**src/rtl/ppm_sym_decoder_if.sv**
```systemverilog
// Line-side and decoded-symbol signals of the PPM symbol decoder.
// The slave modport is the decoder side; the master modport drives the line and consumes results.
interface ppm_sym_decoder_if;
   logic       Din;
   logic       eof_rcv_in;
   logic [7:0] data_out;
   logic       data_valid;
   logic       frame_active;
   logic       sym_err;
   logic       frame_done;

   modport master (
      output Din, eof_rcv_in,
      input  data_out, data_valid, frame_active, sym_err, frame_done
   );

   modport slave (
      input  Din, eof_rcv_in,
      output data_out, data_valid, frame_active, sym_err, frame_done
   );
endinterface

```
**src/rtl/ppm_sym_decoder.sv**
```systemverilog
// 4-PPM symbol decoder: one active-low pulse per 4-slot window carries 2 bits,
// four symbols assemble a byte LSB-first; frames start on a pulse and end on eof.
module ppm_sym_decoder #(
   parameter int SLOT_CYC = 8
) (
   input logic               clk16,
   input logic               rst,
   ppm_sym_decoder_if.slave  bus
);
   localparam int SW = (SLOT_CYC > 1) ? $clog2(SLOT_CYC) : 1;
   localparam logic [SW-1:0] SUB_LAST = SW'(SLOT_CYC - 1);

   typedef enum logic {S_IDLE, S_RX} state_t;

   state_t        r_state, w_state_nxt;
   logic          r_sync1, r_sync2, r_sync3;
   // cyc_cnt is kept as {slot, sub-slot} so the symbol value needs no divider
   logic [SW-1:0] r_sub, w_sub_nxt;
   logic [1:0]    r_slot, w_slot_nxt;
   logic [1:0]    r_sym_cnt, w_sym_cnt_nxt;
   logic          r_have, w_have_nxt;
   logic [1:0]    r_sym, w_sym_nxt;
   logic [7:0]    r_byte, w_byte_nxt;
   logic [7:0]    r_data, w_data_nxt;
   logic          r_dv, w_dv_nxt;
   logic          r_err, w_err_nxt;
   logic          r_done, w_done_nxt;

   logic          w_fall;
   logic          w_wrap;
   logic [1:0]    w_sym_in;
   logic [7:0]    w_byte_shift;

   // A pulse coinciding with eof is dropped, in RX and in IDLE alike
   assign w_fall       = r_sync3 & ~r_sync2 & ~bus.eof_rcv_in;
   assign w_wrap       = (r_slot == 2'd3) && (r_sub == SUB_LAST);
   assign w_sym_in     = r_have ? r_sym : r_slot;
   assign w_byte_shift = {w_sym_in, r_byte[7:2]};

   always_comb begin
      w_state_nxt   = r_state;
      w_sub_nxt     = r_sub;
      w_slot_nxt    = r_slot;
      w_sym_cnt_nxt = r_sym_cnt;
      w_have_nxt    = r_have;
      w_sym_nxt     = r_sym;
      w_byte_nxt    = r_byte;
      w_data_nxt    = r_data;
      w_dv_nxt      = 1'b0;
      w_err_nxt     = 1'b0;
      w_done_nxt    = 1'b0;
      case (r_state)
         S_IDLE: begin
            w_sub_nxt     = '0;
            w_slot_nxt    = 2'd0;
            w_sym_cnt_nxt = 2'd0;
            w_have_nxt    = 1'b0;
            w_byte_nxt    = 8'h00;
            if (w_fall) w_state_nxt = S_RX;
         end
         S_RX: begin
            if (r_sub == SUB_LAST) begin
               w_sub_nxt  = '0;
               w_slot_nxt = r_slot + 2'd1;
            end else begin
               w_sub_nxt  = r_sub + 1'b1;
            end
            if (w_fall && r_have) begin
               w_err_nxt   = 1'b1;
               w_state_nxt = S_IDLE;
            end else begin
               if (w_fall) begin
                  w_have_nxt = 1'b1;
                  w_sym_nxt  = r_slot;
               end
               if (w_wrap) begin
                  w_have_nxt = 1'b0;
                  if (!(r_have || w_fall)) begin
                     w_err_nxt   = 1'b1;
                     w_state_nxt = S_IDLE;
                  end else begin
                     w_byte_nxt    = w_byte_shift;
                     w_sym_cnt_nxt = r_sym_cnt + 2'd1;
                     if (r_sym_cnt == 2'd3) begin
                        w_data_nxt = w_byte_shift;
                        w_dv_nxt   = 1'b1;
                     end
                  end
               end
               // eof after a closing window sees the fresh, still-empty window
               if (bus.eof_rcv_in) begin
                  w_done_nxt  = 1'b1;
                  w_state_nxt = S_IDLE;
                  if (w_wrap) w_err_nxt = w_err_nxt | (w_sym_cnt_nxt != 2'd0);
                  else        w_err_nxt = (r_sym_cnt != 2'd0) | r_have;
               end
            end
         end
         default: w_state_nxt = S_IDLE;
      endcase
   end

   always_ff @(posedge clk16) begin
      if (rst) begin
         r_sync1   <= 1'b1;
         r_sync2   <= 1'b1;
         r_sync3   <= 1'b1;
         r_state   <= S_IDLE;
         r_sub     <= '0;
         r_slot    <= 2'd0;
         r_sym_cnt <= 2'd0;
         r_have    <= 1'b0;
         r_sym     <= 2'd0;
         r_byte    <= 8'h00;
         r_data    <= 8'h00;
         r_dv      <= 1'b0;
         r_err     <= 1'b0;
         r_done    <= 1'b0;
      end else begin
         r_sync1   <= bus.Din;
         r_sync2   <= r_sync1;
         r_sync3   <= r_sync2;
         r_state   <= w_state_nxt;
         r_sub     <= w_sub_nxt;
         r_slot    <= w_slot_nxt;
         r_sym_cnt <= w_sym_cnt_nxt;
         r_have    <= w_have_nxt;
         r_sym     <= w_sym_nxt;
         r_byte    <= w_byte_nxt;
         r_data    <= w_data_nxt;
         r_dv      <= w_dv_nxt;
         r_err     <= w_err_nxt;
         r_done    <= w_done_nxt;
      end
   end

   assign bus.data_out     = r_data;
   assign bus.data_valid   = r_dv;
   assign bus.frame_active = (r_state == S_RX);
   assign bus.sym_err      = r_err;
   assign bus.frame_done   = r_done;
endmodule

```
**src/flat_wrapper.sv**
```systemverilog
// flat-port wrapper written by rule: the top's interface ports become plain ports
module ppm_sym_decoder_flat 
#(
   parameter int SLOT_CYC = 8
)
  (clk16, rst, bus_Din, bus_eof_rcv_in, bus_data_out, bus_data_valid, bus_frame_active, bus_sym_err, bus_frame_done);
  ppm_sym_decoder_if bus_i ();
  input logic clk16;
  input logic rst;
  input wire logic [$bits(bus_i.Din)-1:0] bus_Din;
  input wire logic [$bits(bus_i.eof_rcv_in)-1:0] bus_eof_rcv_in;
  output wire logic [$bits(bus_i.data_out)-1:0] bus_data_out;
  output wire logic [$bits(bus_i.data_valid)-1:0] bus_data_valid;
  output wire logic [$bits(bus_i.frame_active)-1:0] bus_frame_active;
  output wire logic [$bits(bus_i.sym_err)-1:0] bus_sym_err;
  output wire logic [$bits(bus_i.frame_done)-1:0] bus_frame_done;
  assign bus_i.Din = bus_Din;
  assign bus_i.eof_rcv_in = bus_eof_rcv_in;
  assign bus_data_out = bus_i.data_out;
  assign bus_data_valid = bus_i.data_valid;
  assign bus_frame_active = bus_i.frame_active;
  assign bus_sym_err = bus_i.sym_err;
  assign bus_frame_done = bus_i.frame_done;
  ppm_sym_decoder #(.SLOT_CYC(SLOT_CYC)) u_core (.clk16(clk16), .rst(rst), .bus(bus_i));
endmodule
```
**config.mk**
```make
export PLATFORM = sky130hd
export DESIGN_NAME = ppm_sym_decoder_flat
export DESIGN_NICKNAME = d
export VERILOG_FILES = /design/src/rtl/ppm_sym_decoder_if.sv /design/src/rtl/ppm_sym_decoder.sv /design/src/flat_wrapper.sv
export SDC_FILE = /design/constraint.sdc
export NUM_CORES = 1
export LEC_CHECK = 0
export CORE_UTILIZATION = 38
export DETAILED_ROUTE_END_ITERATION = 8
export MAX_ROUTING_LAYER = met4
export PLACE_DENSITY_LB_ADDON = 0.15
export SLEW_MARGIN = 0
export SYNTH_ARGS = -nofsm -noshare
export SYNTH_HDL_FRONTEND = slang
export SYNTH_SLANG_ARGS = --single-unit
```
**constraint.sdc**
```tcl
create_clock -name clk16 -period 1.6 [get_ports clk16]
set_input_delay 0.24 -clock clk16 [delete_from_list [all_inputs] [get_ports clk16]]
set_output_delay 0.24 -clock clk16 [all_outputs]
set_load 0.03 [all_outputs]
```
---- Word-level counts from Yosys, hierarchy flattened ----
Cells that the tools add are included.
word-level totals
  register bits ........................... 33
  input bits .............................. 4
  output and inout bits ................... 12
  logic and storage cells ................. 81
operators by class
  add/sub/neg operators ................... 3
  equality and inequality tests ........... 8
  muxes and demuxes ....................... 34
  bitwise logic cells ..................... 10
  reduce and logical (&&, ||, !) cells .... 12
operators by type and width
  cell                                                           count
  8-bit two-way mux                                              3
  1-bit two-way mux                                              17
  8-bit case mux with 2 select lines                             1
  2-bit two-way mux                                              7
  2-bit inequality test, second input constant                   4
  2-bit case mux with 2 select lines                             2
  1-bit NOT                                                      6
  3-bit case mux with 2 select lines                             1
  3-bit AND reduction                                            2
  5-bit AND reduction                                            1
  5-bit OR reduction                                             1
  2-bit by 1-bit adder with 2-bit output, second input constant  2
  2-bit equality test, second input constant                     2
  1-bit case mux with 2 select lines                             2
  2-bit nonzero test                                             2
  3-bit by 1-bit adder with 3-bit output, second input constant  1
  3-bit equality test, second input constant                     1
  3-bit two-way mux                                              1
  3-bit inequality test, second input constant                   1
  3-bit OR reduction                                             1
  1-bit AND                                                      2
  1-bit logical AND                                              2
  1-bit OR                                                       2
  2-bit AND reduction                                            1
  other kinds (2)                                                2

---- Logic depth before layout (Yosys ltp) ----
Gate-level depths: netlist of the first run.
  depth in word-level cells ............... 13
  depth in mapped cells ................... 8
  gate-level depth less buffers ........... 6

---- Least setup slack after synthesis of the first run ----
Ideal clock, no wire load.
  path type ............................... register to register
  from .................................... reg u_core.r_sub[0]
  to ...................................... reg u_core.r_data[6] (netlist: u_core.bus.data_out[6])
  arrival ................................. 1577 ps
  required time ........................... 1479 ps
  setup slack ............................. -98 ps
  cell stages (with the launch flop) ...... 8
  path buffers ............................ 1
  period minus slack after synthesis ...... 1698 ps
  path through ............................ dfxtp_1 ha_1 ha_1 buf_2 nand3b_1 mux2i_1 nand3_1 mux2_2
on the way
  cells in the longest elaborated chain, start to end .. 3
RTL lines
  element                               line                    source
  start, declared                       ppm_sym_decoder.sv:18   logic [SW-1:0] r_sub, w_sub_nxt;
  start signal, assigned                ppm_sym_decoder.sv:124  r_sub <= w_sub_nxt;
  3-bit equality test                   ppm_sym_decoder.sv:36   assign w_wrap = (r_slot == 2'd3) && (r_sub == SUB_LAST);
  1-bit logical AND                     ppm_sym_decoder.sv:36
  5-bit AND reduction (no source line)  --
  end signal, assigned                  ppm_sym_decoder.sv:130  r_data <= w_data_nxt;
  end, declared                         ppm_sym_decoder.sv:24   logic [7:0] r_data, w_data_nxt;
No other way between the ends.
A chain may end at the register's enable or synchronous reset.

---- Worst setup path in the final report of the first run ----
  from .................................... reg u_core.r_err (netlist: u_core.bus.sym_err)
  to ...................................... out bus_sym_err
RTL lines
  element                 line                    source
  start, declared         ppm_sym_decoder.sv:26   logic r_err, w_err_nxt;
  start signal, assigned  ppm_sym_decoder.sv:132  r_err <= w_err_nxt;
  end, declared           flat_wrapper.sv:15      output wire logic [$bits(bus_i.sym_err)-1:0] bus_sym_err;
No word-level cell between the ends.

==> metrics.md, run 1 <==
| Metric | Value |
|---|---|
| Number of synthesized flops with an enable pin | 0 |
| Largest net degree at the start of global routing | 15 |
| Clk_skew | 0.001413 ns |
| Leak Pwr | 0.7019 nW |
| Adder-cell share of the synthesized area | 4.808% |
| Drt pass-1 iters | 3 |
| Worst setup margin | 0.06131 ns |
| Register bit total from synthesis | 31 |
| R2R cell count | 6 |
| Total wire length | 2344 um |
| Root buf cell | clkbuf_4 |
| Worst Path Arrival | 1.30 ns |
| Mapped Area | 1301 sq um |
| Post-synthesis simple-gate area fraction | 22.12% |
| ANT nets after route | 0 |
| Hold Path Class | reg2reg |
| Peak supply drop | 0.0005819 V |
| Pre-CTS setup slack | -0.3341 ns |
| Reg clk slew, reported paths | 0.09 ns |
| Starting DRT DRC Count | 28 |
| Final period util | 96.17% |
| Status | finished, final reports clean |
| Post-synthesis sequential area ratio | 47.69% |
| Number of placement rows | 20 |
| Clock Tree Buf Depth | 2 |
| Worst Tran Pin Value | 0.3199 ns |
| Critical path class | reg2out |
| Vert. Die Dim | 60.52 um |
| CTS tree | done |
| Mux cell area share after synthesis | 14.81% |
| First-pass GRT wire length | 4036 um |
| Initial Utilization | 41.27% |
| Synth Net Count | 137 |
| # IOs | 16 |
| Final Wtd Congestion | 0.7958 |
| Setup tns final | 0 ns |
| Final max-slew violation count | 0 |
| Synth unique cells | 27 |
| Synth warn | 0 |
| Worst path bufs/invs | 1 |
| N_diodes | 0 |
| Drt drc | 0 |
| Predominant post-synthesis flop cell | dfxtp_1 |
| Slew margin rel. | 78.64% |
| Largest area contributor in the netlist | dfxtp_1 |
| CP max FO | 1 |
| Total gr overflow | 0 |
| CORE AREA | 3153 sq um |
| Final nets | 167 |
| Synth async-reset ratio | 0% |
| CP cell instances | clkdlybuf4s50_1 |
| Area growth syn-to-layout | 31.44% |
| CP top delay family | buffers and inverters |
| Die area | 3662 sq um |
| CTS sink count | 31 |
| Post-synthesis compound-gate area fraction | 5.000% |
| Synth Instances | 128 |
| Hold depth | 1 |
| Util after Layout | 54.25% |
| Final hold vios | 0 |
| CP max stage delay | 0.66 ns |
| # port buffers | 15 |
| Req. time, crit path | 1.36 ns |
| Vias per std cell | 4.611 |
| Setup violators final | 0 |
| H-tree depth | 2 |
| Total CTS buffers | 5 |
| Die width | 60.52 um |
| Count leader, synth | dfxtp_1 |
| Drt wl/cell | 11.55 um |
| Achievable frequency | 0.6499 GHz |
| Largest family of logic cells by synthesized area | simple AND/OR/NAND/NOR gates |
| Max_cap viols | 0 |
| Hold Worst Slack | 0.4178 ns |
| Gr usage total | 16.17% |
| RSZ-0062 raised after global routing | no |
| Crit. End Element | output port |
| Yosys top cell area share | 47.69% |
| Vias | 936 |
| Top cells by instance count after synthesis | dfxtp_1 (31), mux2i_1 (17), nand2b_1 (14), nor2_1 (14), nand2_1 (6) |
| CP startpoint kind | flop |
| Post-synthesis xor/xnor area fraction | 1.346% |
| Period minus WS final | 1.539 ns |
| Vias in the first global route | 884 |
| Clk_lat worst skew | 0.32 ns |
| Worst path depth | 1 |
| Slowest CP cell | clkdlybuf4s50_1 |
| Layout cell share with drive strength beyond 1 | 23.27% |
| Antenna violations before repair | 0 |
| Synth area leaders | dfxtp_1 (48%), mux2i_1 (13%), nand2b_1 (6.7%), ha_1 (4.8%), nor2_1 (4.0%) |
| Avg Cell Area, Syn | 10.17 sq um |
| Post-DP HPWL | 1695 um |
| Power density cells | 784.3 nW/um^2 |
==> logic make-up after synthesis <==
kind of cell	after synthesis
compound gates	9
fa+ha+maj	5
buf+inv	10
flops	31
mux	19
xor+xnor	2
simple gates	52
==> metal layers <==
metal	wire length [um]	track usage (%)
met4	46	8.766
met5	0	-
met1	1270	21.00
met3	76	5.117
met2	949	22.14
==> stage by stage <==
stage | std cells | instance area [sq um] | power (mW)
floorplan | 128 | 1348 | 0.8201
global placement | 195 | 1628 | 0.8460
global route | 203 | 1710 | 1.411
CTS | 204 | 1700 | 1.367
finish | 203 | 1710 | 1.341
detailed placement | 195 | 1628 | 0.8469
==> placed cells by master (no fill, tap or decap), types with 5 or more instances in the layout <==
master and n:
dfxtp_1 29, nand2b_1 14, clkdlybuf4s50_1 6, clkbuf_4 5, nand2_1 6, nor2_1 14
mux2i_1 16, dlygate4sd2_1 6, buf_4 14
==> worst paths after layout <==
path	slack (ns)	from	to
worst min-delay path	0.42	u_core.r_sync1	u_core.r_sync2
worst max register to register	0.09	u_core.r_sub[0]	u_core.bus.data_out[6]
worst min register to register	0.42	u_core.r_sync1	u_core.r_sync2
worst max-delay path	0.06	u_core.bus.sym_err	bus_sym_err
==> power by group <==
group          total, mW  internal, mW  switching, mW
registers          0.778         0.776        0.00258
logic             0.0502        0.0273         0.0229
clock network      0.513         0.258          0.255
==> final cells by class <==
cell class / count / area [sq um]
fill: 316 / 1443
clock buffer: 8 / 68.82
tap: 44 / 55.05
timing repair buffer: 30 / 275.3
sequential: 31 / 623.1
inverter: 3 / 11.26
multi-input combinational: 87 / 676.9
==> flip-flops by register name, indices dropped and copies added, names as in the netlist <==
signal / count
u_core.r_slot: 2
u_core.bus.data_out: 8
u_core.bus.frame_active: 1
u_core.bus.frame_done: 1
u_core.r_sym_cnt: 2
u_core.r_sub: 3
u_core.bus.data_valid: 1
u_core.r_sync2: 1
u_core.r_have: 1
u_core.bus.sym_err: 1
u_core.r_sym: 2
u_core.r_sync3: 1
u_core.r_sync1: 1
u_core.r_byte: 6
==> repair_timing <==
action	4_1_cts	5_1_grt
gates cloned	0	0
setup endpoints to repair	7	16
gates resized for setup	7	5
buffers inserted	1	0
pin swaps	1	2
hold buffers	0	0
Power figures use the tool's default switching activity.
==> run 2: changes to the inputs <==
--- a/config.mk
+++ b/config.mk
@@ -5,7 +5,7 @@
 export SDC_FILE = /design/constraint.sdc
 export NUM_CORES = 1
 export LEC_CHECK = 0
-export CORE_UTILIZATION = 38
+export CORE_UTILIZATION = 48
 export DETAILED_ROUTE_END_ITERATION = 8
 export MAX_ROUTING_LAYER = met4
 export PLACE_DENSITY_LB_ADDON = 0.15
==> run 2 against run 1 <==
Effect of this change: cell count decreased by 7.4%; worst hold slack improved by 0.0092 ns; count of clock-buffer cells in the layout unchanged; critical path depth unchanged; routed wire length increased by 5.0%; sequential power about the same; highest routed layer unchanged.
==> metrics.md, run 2 (synthesized netlist as in run 1, its figures left out) <==
| Metric | Value |
|---|---|
| H-tree depth | 2 |
| ANT nets after route | 0 |
| CP max FO | 2 |
| Slew margin rel. | 78.50% |
| Final hold vios | 0 |
| # IOs | 16 |
| Final Wtd Congestion | 0.7306 |
| Tot Pwr | 1.342 mW |
| Clock power frac | 38.2% |
| Critical path class | reg2out |
| Fillers | 213 |
| Power density cells | 793.6 nW/um^2 |
| Leak Pwr | 0.7588 nW |
| Crit. End Element | output port |
| First-pass GRT wire length | 3781 um |
| CORE AREA | 2522 sq um |
| Gate power share | 3.8% |
| Sw Ratio | 20.94% |
| Worst path bufs/invs | 1 |
| Hold Worst Slack | 0.4270 ns |
| Total wire length | 2462 um |
| Pre-CTS setup slack | -0.3097 ns |
| Hold Path Class | reg2reg |
| Post-DP HPWL | 1803 um |
| Total CTS buffers | 5 |
| Die width | 54.07 um |
| Slowest CP cell | clkdlybuf4s50_1 |
| Vias in the first global route | 882 |
| Register-to-register setup slack | 0.09 ns |
| Die area | 2923 sq um |
| Total gr overflow | 0 |
| Root buf cell | clkbuf_4 |
| CTS tree | done |
| Number of placement rows | 18 |
| Worst setup margin | 0.05528 ns |
| Footprint of the multi-input gates | 676.9 sq um |
| Area growth syn-to-layout | 30.00% |
| Max_cap viols | 0 |
| Layout cell share with drive strength beyond 1 | 22.78% |
| Largest net degree at the start of global routing | 12 |
| Flop pwr share | 58.0% |
| Clk_skew | 0.002920 ns |
| CP startpoint kind | flop |
| Drt wl/cell | 13.10 um |
| Commonest non-fill, non-tap cell in the layout | dfxtp_1 |
| Clock Tree Buf Depth | 2 |
| CP max stage delay | 0.66 ns |
| Final period util | 96.55% |
| Drt pass-1 iters | 4 |
| Period minus WS final | 1.545 ns |
| Vias | 954 |
| Final Instance Area | 1692 sq um |
| Worst Path Arrival | 1.30 ns |
| Setup tns final | 0 ns |
| Achievable frequency | 0.6474 GHz |
| RSZ-0062 raised after global routing | no |
| Highest-count cells in the layout ignoring fill and taps | dfxtp_1 (29), mux2i_1 (16), nand2b_1 (14), nor2_1 (14), buf_4 (14) |
| Peak supply drop | 0.0008631 V |
| Final max-slew violation count | 0 |
| Req. time, crit path | 1.36 ns |
| Drt drc | 0 |
| Initial Utilization | 51.59% |
| Worst Tran Pin Value | 0.3220 ns |
| Int Power | 1.061 mW |
| Area after DPL | 1598 sq um |
| Vert. Die Dim | 54.07 um |
| Setup violators final | 0 |
| Status | finished, final reports clean |
| Hold_buf cts | 0 |
| Reg clk slew, reported paths | 0.09 ns |
| Antenna violations before repair | 0 |
| Largest register FFs | 8 |
| Gr usage total | 19.43% |
| N_diodes | 0 |
| Net switching power | 281.1 uW |
| Vias per std cell | 5.074 |
| # port buffers | 15 |
| Final nets | 166 |
| CP cell instances | clkdlybuf4s50_1 |
| Reg area | 623.1 sq um |
| CP top delay family | buffers and inverters |
| CTS sink count | 31 |
| Starting DRT DRC Count | 9 |
| Clk_lat worst skew | 0.32 ns |
| Setup Fix Bufs, Post-CTS | 0 |
[run 2: routing by layer]
layer  up-vias  global-route usage, %  wire, um
met3         5                  5.932        87
met1       451                  22.62      1171
met4         0                  8.974        35
met5         -                      -         0
met2        17                  30.45      1168
li1        481                      -         -
[run 2: what timing repair did]
action	4_1_cts	5_1_grt
pin swaps	1	2
setup endpoints to repair	2	21
gates resized for setup	2	10
[run 2: layout make-up]
type / instances / area share, %
sequential: 31 / 36.83
clock buffer: 8 / 4.068
multi-input combinational: 87 / 40.01
tap: 30 / 2.219
inverter: 3 / 0.6657
timing repair buffer: 29 / 16.20
[run 2: per-stage QoR]
stage / util (%) / cells
after floorplan: - / 128
after global placement: 63.34 / 181
after detailed placement: 63.34 / 181
after CTS: 66.17 / 189
after global routing: 67.06 / 188
final: 67.06 / 188
[run 2: worst paths after layout]
| check | start | to | cells past startpoint |
|---|---|---|---|
| worst min register to register | u_core.r_sync1 | u_core.r_sync2 | 1 |
| worst max-delay path | u_core.bus.data_out[7] | bus_data_out[7] | 1 |
| worst max register to register | u_core.r_sub[1] | u_core.bus.data_out[6] | 6 |
| worst min-delay path | u_core.r_sync1 | u_core.r_sync2 | 1 |
[run 2: power groups by stage]
stage	Combinational (mW)	Sequential, mW	Clock (mW)
final	0.0507	0.778	0.513
after floorplan	0.0209	0.799	0
after global placement	0.0484	0.796	0
after global routing	0.0543	0.779	0.557
after CTS	0.0501	0.779	0.523
after detailed placement	0.0497	0.797	0
==> run 3: changes to the inputs <==
--- a/config.mk
+++ b/config.mk
@@ -9,7 +9,7 @@
 export DETAILED_ROUTE_END_ITERATION = 8
 export MAX_ROUTING_LAYER = met4
 export PLACE_DENSITY_LB_ADDON = 0.15
-export SLEW_MARGIN = 0
+export SLEW_MARGIN = 20
 export SYNTH_ARGS = -nofsm -noshare
 export SYNTH_HDL_FRONTEND = slang
 export SYNTH_SLANG_ARGS = --single-unit
==> results of run 3 <==
The final DEF is identical to that of run 2; final timing and power are the same.
